$ cat config.mk
export PLATFORM = sky130hd
export DESIGN_NAME = arp_request_ctrl
export DESIGN_NICKNAME = d
export VERILOG_FILES = /design/src/rtl/arp_request_ctrl.sv
export SDC_FILE = /design/constraint.sdc
export NUM_CORES = 1
export LEC_CHECK = 0
export CORE_MARGIN = 8
export CORE_UTILIZATION = 32
export CTS_BUF_LIST = sky130_fd_sc_hd__clkbuf_8 sky130_fd_sc_hd__clkbuf_16
export DETAILED_ROUTE_END_ITERATION = 6
export SETUP_SLACK_MARGIN = 0.5
export SYNTH_ARGS = -nofsm -noshare
export SYNTH_HDL_FRONTEND = slang
export SYNTH_SLANG_ARGS = --single-unit
$ cat constraint.sdc
create_clock -name aclk -period 3.85 [get_ports aclk]
set_input_delay 1.155 -clock aclk [delete_from_list [all_inputs] [get_ports aclk]]
set_output_delay 1.155 -clock aclk [all_outputs]
set_load 0.02 [all_outputs]
$ cat src/rtl/arp_request_ctrl.sv
// arp_request_ctrl: ARP initiator. Resolves an IPv4 address to a MAC by asking
// the TX builder for an ARP request, then accepting the first matching reply
// whose FCS is good. Each attempt has a bounded wait, and the number of
// attempts is bounded.
//
// Ports:
//   aclk, aresetn             clock, asynchronous active-low reset
//   resolve_req/resolve_ip    resolve request from the IP TX scheduler (taken in IDLE only)
//   resolve_busy              high whenever the controller is not IDLE
//   resolve_done/resolve_fail one-cycle result pulses; resolve_mac holds the last result
//   arp_req_start/arp_req_tip request to the ARP TX builder; arp_req_done when sent
//   arp_reply_done, rp_*      parsed ARP reply fields from the RX parser
//   crc_valid/crc_error       FCS verdict for the current RX frame
//
// Build option: define ARP_REQ_CACHE_EN to add a single-entry aged cache that
// answers repeat resolves without sending a request.
module arp_request_ctrl #(
  parameter int unsigned TIMEOUT_CYCLES   = 12500000,
  parameter int unsigned MAX_RETRIES      = 3,
  parameter int unsigned CACHE_AGE_CYCLES = 125000000
) (
  input  logic        aclk,
  input  logic        aresetn,
  input  logic        resolve_req,
  input  logic [31:0] resolve_ip,
  output logic        resolve_busy,
  output logic        resolve_done,
  output logic        resolve_fail,
  output logic [47:0] resolve_mac,
  output logic        arp_req_start,
  output logic [31:0] arp_req_tip,
  input  logic        arp_req_done,
  input  logic        arp_reply_done,
  input  logic [31:0] rp_ip_s_addr,
  input  logic [47:0] rp_mac_s_addr,
  input  logic        crc_valid,
  input  logic        crc_error
);

  localparam int unsigned TMR_W = $clog2(TIMEOUT_CYCLES);
  localparam int unsigned RTY_W = 4;

  // Reject unusable parameterisations at elaboration.
  if (TIMEOUT_CYCLES < 4 || MAX_RETRIES < 1 || MAX_RETRIES > 15 || CACHE_AGE_CYCLES < 2) begin : g_bad_params
    $error("arp_request_ctrl: illegal parameter value");
  end

  typedef enum logic [2:0] {
    S_IDLE,
    S_SEND,
    S_WAIT_TX,
    S_WAIT_REPLY,
    S_WAIT_FCS,
    S_DONE,
    S_FAIL
  } state_e;

  state_e             state_q, state_d;
  logic [TMR_W-1:0]   timer_q, timer_d;
  logic [RTY_W-1:0]   retry_q, retry_d;
  logic [31:0]        tip_q, tip_d;
  logic [47:0]        cand_q, cand_d;
  logic [47:0]        mac_q, mac_d;
  logic               start_q, start_d;
  logic               done_q, done_d;
  logic               fail_q, fail_d;
  logic               busy_q, busy_d;

  logic               timeout_c;
  logic               reply_match_c;
  logic               cache_hit_c;
  logic [47:0]        cache_mac_c;

  // State and output registers.
  always_ff @(posedge aclk or negedge aresetn) begin
    if (!aresetn) begin
      state_q <= S_IDLE;
      timer_q <= '0;
      retry_q <= '0;
      tip_q   <= '0;
      cand_q  <= '0;
      mac_q   <= '0;
      start_q <= 1'b0;
      done_q  <= 1'b0;
      fail_q  <= 1'b0;
      busy_q  <= 1'b0;
    end else begin
      state_q <= state_d;
      timer_q <= timer_d;
      retry_q <= retry_d;
      tip_q   <= tip_d;
      cand_q  <= cand_d;
      mac_q   <= mac_d;
      start_q <= start_d;
      done_q  <= done_d;
      fail_q  <= fail_d;
      busy_q  <= busy_d;
    end
  end

  // Next-state and registered-output decode.
  always_comb begin
    state_d       = state_q;
    timer_d       = timer_q;
    retry_d       = retry_q;
    tip_d         = tip_q;
    cand_d        = cand_q;
    mac_d         = mac_q;
    timeout_c     = (timer_q == TMR_W'(TIMEOUT_CYCLES - 1));
    reply_match_c = arp_reply_done && (rp_ip_s_addr == tip_q);

    case (state_q)
      S_IDLE: begin
        if (resolve_req) begin
          tip_d   = resolve_ip;
          retry_d = '0;
          if (cache_hit_c) begin
            cand_d  = cache_mac_c;
            state_d = S_DONE;
          end else begin
            state_d = S_SEND;
          end
        end
      end
      S_SEND: begin
        retry_d = (retry_q == {RTY_W{1'b1}}) ? retry_q : retry_q + RTY_W'(1);
        state_d = S_WAIT_TX;
      end
      S_WAIT_TX: begin
        if (arp_req_done) begin
          timer_d = '0;
          state_d = S_WAIT_REPLY;
        end
      end
      S_WAIT_REPLY: begin
        // Timeout wins over anything arriving in the same cycle.
        if (timeout_c) begin
          state_d = (retry_q < RTY_W'(MAX_RETRIES)) ? S_SEND : S_FAIL;
        end else begin
          timer_d = timer_q + TMR_W'(1);
          if (reply_match_c) begin
            cand_d  = rp_mac_s_addr;
            state_d = S_WAIT_FCS;
          end
        end
      end
      S_WAIT_FCS: begin
        if (timeout_c) begin
          state_d = (retry_q < RTY_W'(MAX_RETRIES)) ? S_SEND : S_FAIL;
        end else begin
          timer_d = timer_q + TMR_W'(1);
          if (crc_valid) begin
            state_d = S_DONE;
          end else if (crc_error) begin
            // Bad FCS: drop the candidate but keep the attempt's timer running.
            cand_d  = '0;
            state_d = S_WAIT_REPLY;
          end
        end
      end
      S_DONE:  state_d = S_IDLE;
      S_FAIL:  state_d = S_IDLE;
      default: state_d = S_IDLE;
    endcase

    // Pulses are decoded from the entered state so they coincide with DONE/FAIL.
    start_d = (state_q == S_SEND);
    done_d  = (state_d == S_DONE);
    fail_d  = (state_d == S_FAIL);
    busy_d  = (state_d != S_IDLE);
    if (done_d) begin
      mac_d = cand_d;
    end
  end

`ifdef ARP_REQ_CACHE_EN
  localparam int unsigned AGE_W = $clog2(CACHE_AGE_CYCLES);

  logic               cache_vld_q, cache_vld_d;
  logic [31:0]        cache_ip_q, cache_ip_d;
  logic [47:0]        cache_mac_q, cache_mac_d;
  logic [AGE_W-1:0]   age_q, age_d;
  logic               pend_q, pend_d;
  logic [47:0]        pend_mac_q, pend_mac_d;
  logic               age_exp_c;

  // Cache registers.
  always_ff @(posedge aclk or negedge aresetn) begin
    if (!aresetn) begin
      cache_vld_q <= 1'b0;
      cache_ip_q  <= '0;
      cache_mac_q <= '0;
      age_q       <= '0;
      pend_q      <= 1'b0;
      pend_mac_q  <= '0;
    end else begin
      cache_vld_q <= cache_vld_d;
      cache_ip_q  <= cache_ip_d;
      cache_mac_q <= cache_mac_d;
      age_q       <= age_d;
      pend_q      <= pend_d;
      pend_mac_q  <= pend_mac_d;
    end
  end

  // Cache lookup, aging, refresh from FCS-good replies, fill and invalidation.
  always_comb begin
    cache_vld_d = cache_vld_q;
    cache_ip_d  = cache_ip_q;
    cache_mac_d = cache_mac_q;
    age_d       = age_q;
    pend_d      = pend_q;
    pend_mac_d  = pend_mac_q;

    age_exp_c   = cache_vld_q && (age_q == AGE_W'(CACHE_AGE_CYCLES - 1));
    cache_hit_c = cache_vld_q && !age_exp_c && (resolve_ip == cache_ip_q);
    cache_mac_c = cache_mac_q;

    if (cache_vld_q) begin
      age_d = age_q + AGE_W'(1);
    end

    // A verdict closes the pending reply; a same-cycle new reply starts the next.
    if (crc_valid || crc_error) begin
      pend_d = 1'b0;
      if (crc_valid && pend_q && cache_vld_q && !age_exp_c) begin
        cache_mac_d = pend_mac_q;
        age_d       = '0;
      end
    end
    if (arp_reply_done) begin
      pend_d     = cache_vld_q && (rp_ip_s_addr == cache_ip_q);
      pend_mac_d = rp_mac_s_addr;
    end

    if (age_exp_c) begin
      cache_vld_d = 1'b0;
      age_d       = '0;
    end

    // Fill only from a verified reply; a cache hit does not extend the lifetime.
    if (state_q == S_WAIT_FCS && state_d == S_DONE) begin
      cache_vld_d = 1'b1;
      cache_ip_d  = tip_q;
      cache_mac_d = cand_q;
      age_d       = '0;
    end

    if (state_d == S_FAIL && tip_q == cache_ip_q) begin
      cache_vld_d = 1'b0;
      age_d       = '0;
    end
  end
`else
  assign cache_hit_c = 1'b0;
  assign cache_mac_c = '0;
`endif

  assign resolve_busy  = busy_q;
  assign resolve_done  = done_q;
  assign resolve_fail  = fail_q;
  assign resolve_mac   = mac_q;
  assign arp_req_start = start_q;
  assign arp_req_tip   = tip_q;

endmodule

; ---- Word-level counts from Yosys, hierarchy flattened
; Cells that the tools add are included.
; W data, S select, Z words.
[totals]
out_inout_bits = 84
elab_cells = 56
input_bits = 119
regBits = 163
[classes]
n_mux = 21
addsub = 2
n_reduce_logical = 9
n_eq_ne = 13
magnitude_cmp = 1
[op_table]
columns = cell, n
row1 = $mux W48, 5
row2 = $pmux W48 S2, 1
row3 = $mux W24, 2
row4 = $pmux W24 S2, 1
row5 = $eq A32 B32 Y1, 1
row6 = $add A24 B1 Y24 const B, 1
row7 = $eq A24 B24 Y1 const B, 1
row8 = $mux W3, 8
row9 = $pmux W3 S5, 1
row10 = $eq A3 B3 Y1 const B, 3
row11 = $mux W4, 2
row12 = $ne A2 B2 Y1 const B, 4
row13 = $pmux W4 S2, 1
row14 = $eq A3 B2 Y1 const B, 2
row15 = $reduce_and A3 Y1, 2
row16 = $add A4 B1 Y4 const B, 1
row17 = $eq A4 B4 Y1 const B, 1
row18 = $lt A4 B2 Y1 const B, 1
row19 = $reduce_bool A2 Y1, 2
row20 = $eq A3 B1 Y1 const B, 1
row21 = $logic_not A3 Y1, 1
row22 = $reduce_bool A3 Y1, 1
row23 = $reduce_and A2 Y1, 1
row24 = $reduce_or A2 Y1, 1
row25 = $logic_and A1 B1 Y1, 1

; ---- Logic depth before layout (Yosys ltp)
[depth]
depth_word = 6
mapped_depth = 12

; ---- Worst setup path before layout
; No wires, ideal clock.
[synth_path]
kind = input to register
from = input rp_ip_s_addr[26]
to = register mac_q[38], in the netlist resolve_mac[38]
path_slack_ps = 240
arrival_time_ps = 3484
required_ps = 3725
path_stages = 9
path_cell_list = xnor2_1 -> nand4_1 -> or4_1 -> or4_4 -> a2111oi_4 -> nor2_2 -> buf_6 -> buf_6 -> mux2_4
[synth_via]
elab_chain_len = 6
elab_cells_between_ends = 9
[synth_lines]
columns = element, line_no
row1 = start: declaration, 34  ; input logic [31:0] rp_ip_s_addr,
row2 = $eq A32 B32 Y1, 110  ; reply_match_c = arp_reply_done && (rp_ip_s_addr == tip_q);
row3 = $logic_and A1 B1 Y1, 110
row4 = $mux W3, 141  ; if (reply_match_c) begin
row5 = $mux W3, 137  ; if (timeout_c) begin
row6 = $pmux W3 S5, 112  ; case (state_q)
row7 = $eq A3 B3 Y1, 168  ; done_d = (state_d == S_DONE);
row8 = net done_d, 65  ; logic done_q, done_d;
row9 = end signal: assignment, 93  ; mac_q <= mac_d;
row10 = end: declaration, 63  ; logic [47:0] mac_q, mac_d;
; The timed path passes the listed nets, and every way through them passes these cells.
; A chain may end at the register's enable or synchronous reset.

; ---- Worst setup path in the final report
[layout_path]
from = input rp_ip_s_addr[24]
to = register mac_q[38], in the netlist resolve_mac[38]
[layout_via]
elab_chain_len = 6
elab_cells_between_ends = 9
[layout_lines]
columns = element, line_no
row1 = $eq A32 B32 Y1 (*), 110
row2 = $logic_and A1 B1 Y1 (*), 110
row3 = $mux W3, 141
row4 = $mux W3, 137
row5 = $pmux W3 S5, 112
row6 = $eq A3 B3 Y1, 168
; Mark *: on every way between the ends. The rest lies on a longest branch, timed or not.

==> results.yml <==
setup_path:
  crit_fanout: 6
  critical-path-top-delay-family: "simple AND/OR/NAND/NOR gates"
  cp_data_arrival_time_ns: 3.75
  required_ns: 4.16
  cp_num_cells: 10
  crit_type: "in -> reg"
  r2r_cells: 10
  worst_path_largest_cell_delay_ns: 0.57
  path_cells: "buf_6 > xnor2_2 > nand4_1 > or4_4 > or4_4 > a2111oi_4 > nor2_4 > buf_6 > buf_12 > mux2_4"
  end_kind: "flop"
  crit_path_top_delay_cell: "or4_4"
  critical_path_buf_inv_count: 3
  critPathLaunchType: "input port"
clock_network:
  path_clk_slew_ns: 0.07
  clk_latency_ns: 0.42
  cts_hold_buf: 0
  cts_tree: "yes"
  clockBufferDepth: 2
  cts_sinks: 163
  numCtsBuffers: 17
  cts_root_buffer: "clkbuf_16"
  h-tree-depth: 4
floorplan:
  io_pins: 203
  coreArea_mm2: 0.0218
  start_util: 0.325
  die_h_um: 165
  fp-row-count: 54
  dieArea_mm2: 0.0271
  die_x_um: 165
finish:
  syn_to_final_growth_pct: 47.9
  fillers: 2028
  fin_nets: 968
  diodes: 0
  fin_cells: 1139
  seq_area_mm2: 0.00408
  utilization: 0.481
  final_layout_size_suffix_gt1_frac: 0.218
  final_area_mm2: 0.0105
  multi_input_area_mm2: 0.00296
pwr:
  power.total_mw: 3.99
  power_leakage_nw: 4.54
  p_per_area_mw_per_mm2: 382
  irDropWorstVdd_uv: 291
routing:
  avgRoutedWirePerCell_um: 16.5
  route.detailed.drc: 0
  ant_nets: 0
  totalWireLength_um: 18800
  vias_per_cell: 4.61
  drt_iter0_drc: 196
  drtPass1Iterations: 4
  vias: 5249
global_routing:
  grt_pass1_wl_um: 30200
  grt_overflow: 0
  grt_max_degree: 80
  track_usage: 0.142
  antenna_found_initial: 0
  grt_pass1_vias: 5560
sta:
  finalCritPeriodShare: 0.894
  min_period_ns: 3.44
  skew_ns: 0.0146
  clock.fmax_mhz: 291
  drv_slew: 0
  worstMarginPinSlew_ns: 0.702
  grt_setup_unrepaired: "yes"
  hold_viol: 0
  setup_tns_ns: 0
  setup_ws_ns: 0.408
  whs_ns: 0.506
  setup_viol: 0
  relSlewSlack: 0.531
yosys:
  synth-compound-area-share: 0.0612
  synth.mux.area_fraction: 0.132
  syn_area_per_cell_um2: 11.4
  yosysTopAreaCell: "dfrtp_1"
  synth_fa_ha_area_frac: 0.00354
  synth_cell_type_count: 48
  syn_area_mm2: 0.00707
  synth_edf_count: 0
  synthXorXnorAreaFrac: 0.0644
  synth_flop_cell: "dfrtp_1"
  yosys.area_share.simple: 0.140
  synthTopCellsByArea: "dfrtp_1 (58%), mux2_2 (11%), nand2_1 (5.9%), o21ai_0 (3.9%), xor2_1 (3.5%)"
  synth_top_area_frac: 0.577
  syn_inst: 621
  ys_warn_count: 0
  synthArstFlopShare: 1.00
  synth_fp_nets: 742
  synth_top_family_by_area: "simple AND/OR/NAND/NOR gates"
  ys_seq_area_frac: 0.577
  synth_seq_cells: 163
placed_design:
  port_buffers: 202
  placedInstanceArea_mm2: 0.00961
  place.detailed.hpwl_um: 13000
  routabilityCongestion: 0.793
  placed_cells: 1097
  place_ws_ns: -0.307
hold_path:
  hold_path_depth: 1
  holdCritPathClass: "reg -> reg"
run:
  drv_cap: 0
run_status:
  status: "finished, final reports clean"
## flip-flops by register name, indices dropped and copies added (netlist names)
register and flops:
resolve_busy 1, resolve_mac 48, resolve_done 1, retry_q 4
state_q 3, resolve_fail 1, arp_req_start 1, timer_q 24
arp_req_tip 32, cand_q 48
## layout by cell type, fill, tap and decap left out, types with 5 or more instances in the layout
master	n
inv_6	6
nand3_1	21
nand4_1	8
nor2_1	31
xnor2_1	20
dfrtp_1	163
buf_6	10
mux2_4	9
clkbuf_16	19
inv_1	5
mux2_2	71
clkbuf_2	9
xor2_1	25
dlygate4sd2_1	7
nand2_1	112
a21oi_1	7
clkdlybuf4s50_1	171
o21ai_0	55
buf_4	20
buf_12	6
## routing by layer
metal  track usage  wire length, µm
met4        0.0512              263
met3        0.0486             1330
met1         0.172             7960
met2         0.231             9260
met5             0                0
## synthesized netlist by cell type (2+ instances only)
library cell / instances
buf_6: 2
and2_1: 2
buf_2: 5
nand3_1: 22
mux2_2: 71
nor4b_1: 3
or3_1: 4
clkbuf_1: 23
o21ai_0: 55
dfrtp_1: 163
a21oi_1: 7
xnor2_1: 24
nor3b_1: 2
xor2_1: 28
ha_1: 2
inv_1: 5
nor3_1: 4
nand3b_1: 3
and4_1: 2
nor2_1: 31
mux2_4: 9
a211oi_1: 3
a211o_1: 2
and3_1: 3
nor4_1: 5
nand4_1: 8
nand2_1: 112
## layout make-up
| type | count | area share |
|---|---|---|
| clock buffer | 17 | 0.0407 |
| inverter | 5 | 0.00179 |
| timing repair buffer | 238 | 0.233 |
| clock inverter | 14 | 0.0181 |
| multi-input combinational | 422 | 0.283 |
| tap | 280 | 0.0335 |
| sequential | 163 | 0.390 |
## final timing paths
path / to / start / slack [ns]
max: resolve_mac[38]$_DFFE_PN0N_ / rp_ip_s_addr[24] / 0.41
min: resolve_mac[28]$_DFFE_PN0N_ / resolve_mac[28]$_DFFE_PN0N_ / 0.51
max reg2reg: resolve_mac[26]$_DFFE_PN0N_ / timer_q[0]$_DFFE_PN0P_ / 0.66
min reg2reg: resolve_mac[28]$_DFFE_PN0N_ / resolve_mac[28]$_DFFE_PN0N_ / 0.51
max in group asynchronous: state_q[0]$_DFF_PN0_ / aresetn / 2.23
min in group asynchronous: arp_req_tip[24]$_DFFE_PN0P_ / aresetn / 0.70
## repair_timing
item / 4_1_cts / 5_1_grt
hold endpoints to repair: 0 / 0
gates cloned: 4 / 2
gates resized for setup: 67 / 28
pin swaps: 25 / 11
setup buffers: 5 / 0
endpoints found under the setup margin: 55 / 49
## cell families after synthesis
| kind of cell | Yosys count |
|---|---|
| flops | 163 |
| xor+xnor | 52 |
| simple gates | 213 |
| mux | 80 |
| buf+inv | 36 |
| fa+ha+maj | 2 |
| compound gates | 75 |
## power breakdown
group | internal, mW | leakage (nW) | switching (mW)
combinational | 0.212 | 2.03 | 0.160
sequential | 1.77 | 2.21 | 0.0653
clock | 1.04 | 0.301 | 0.742
total | 3.02 | 4.54 | 0.968
(Power assumes the default switching activity.)
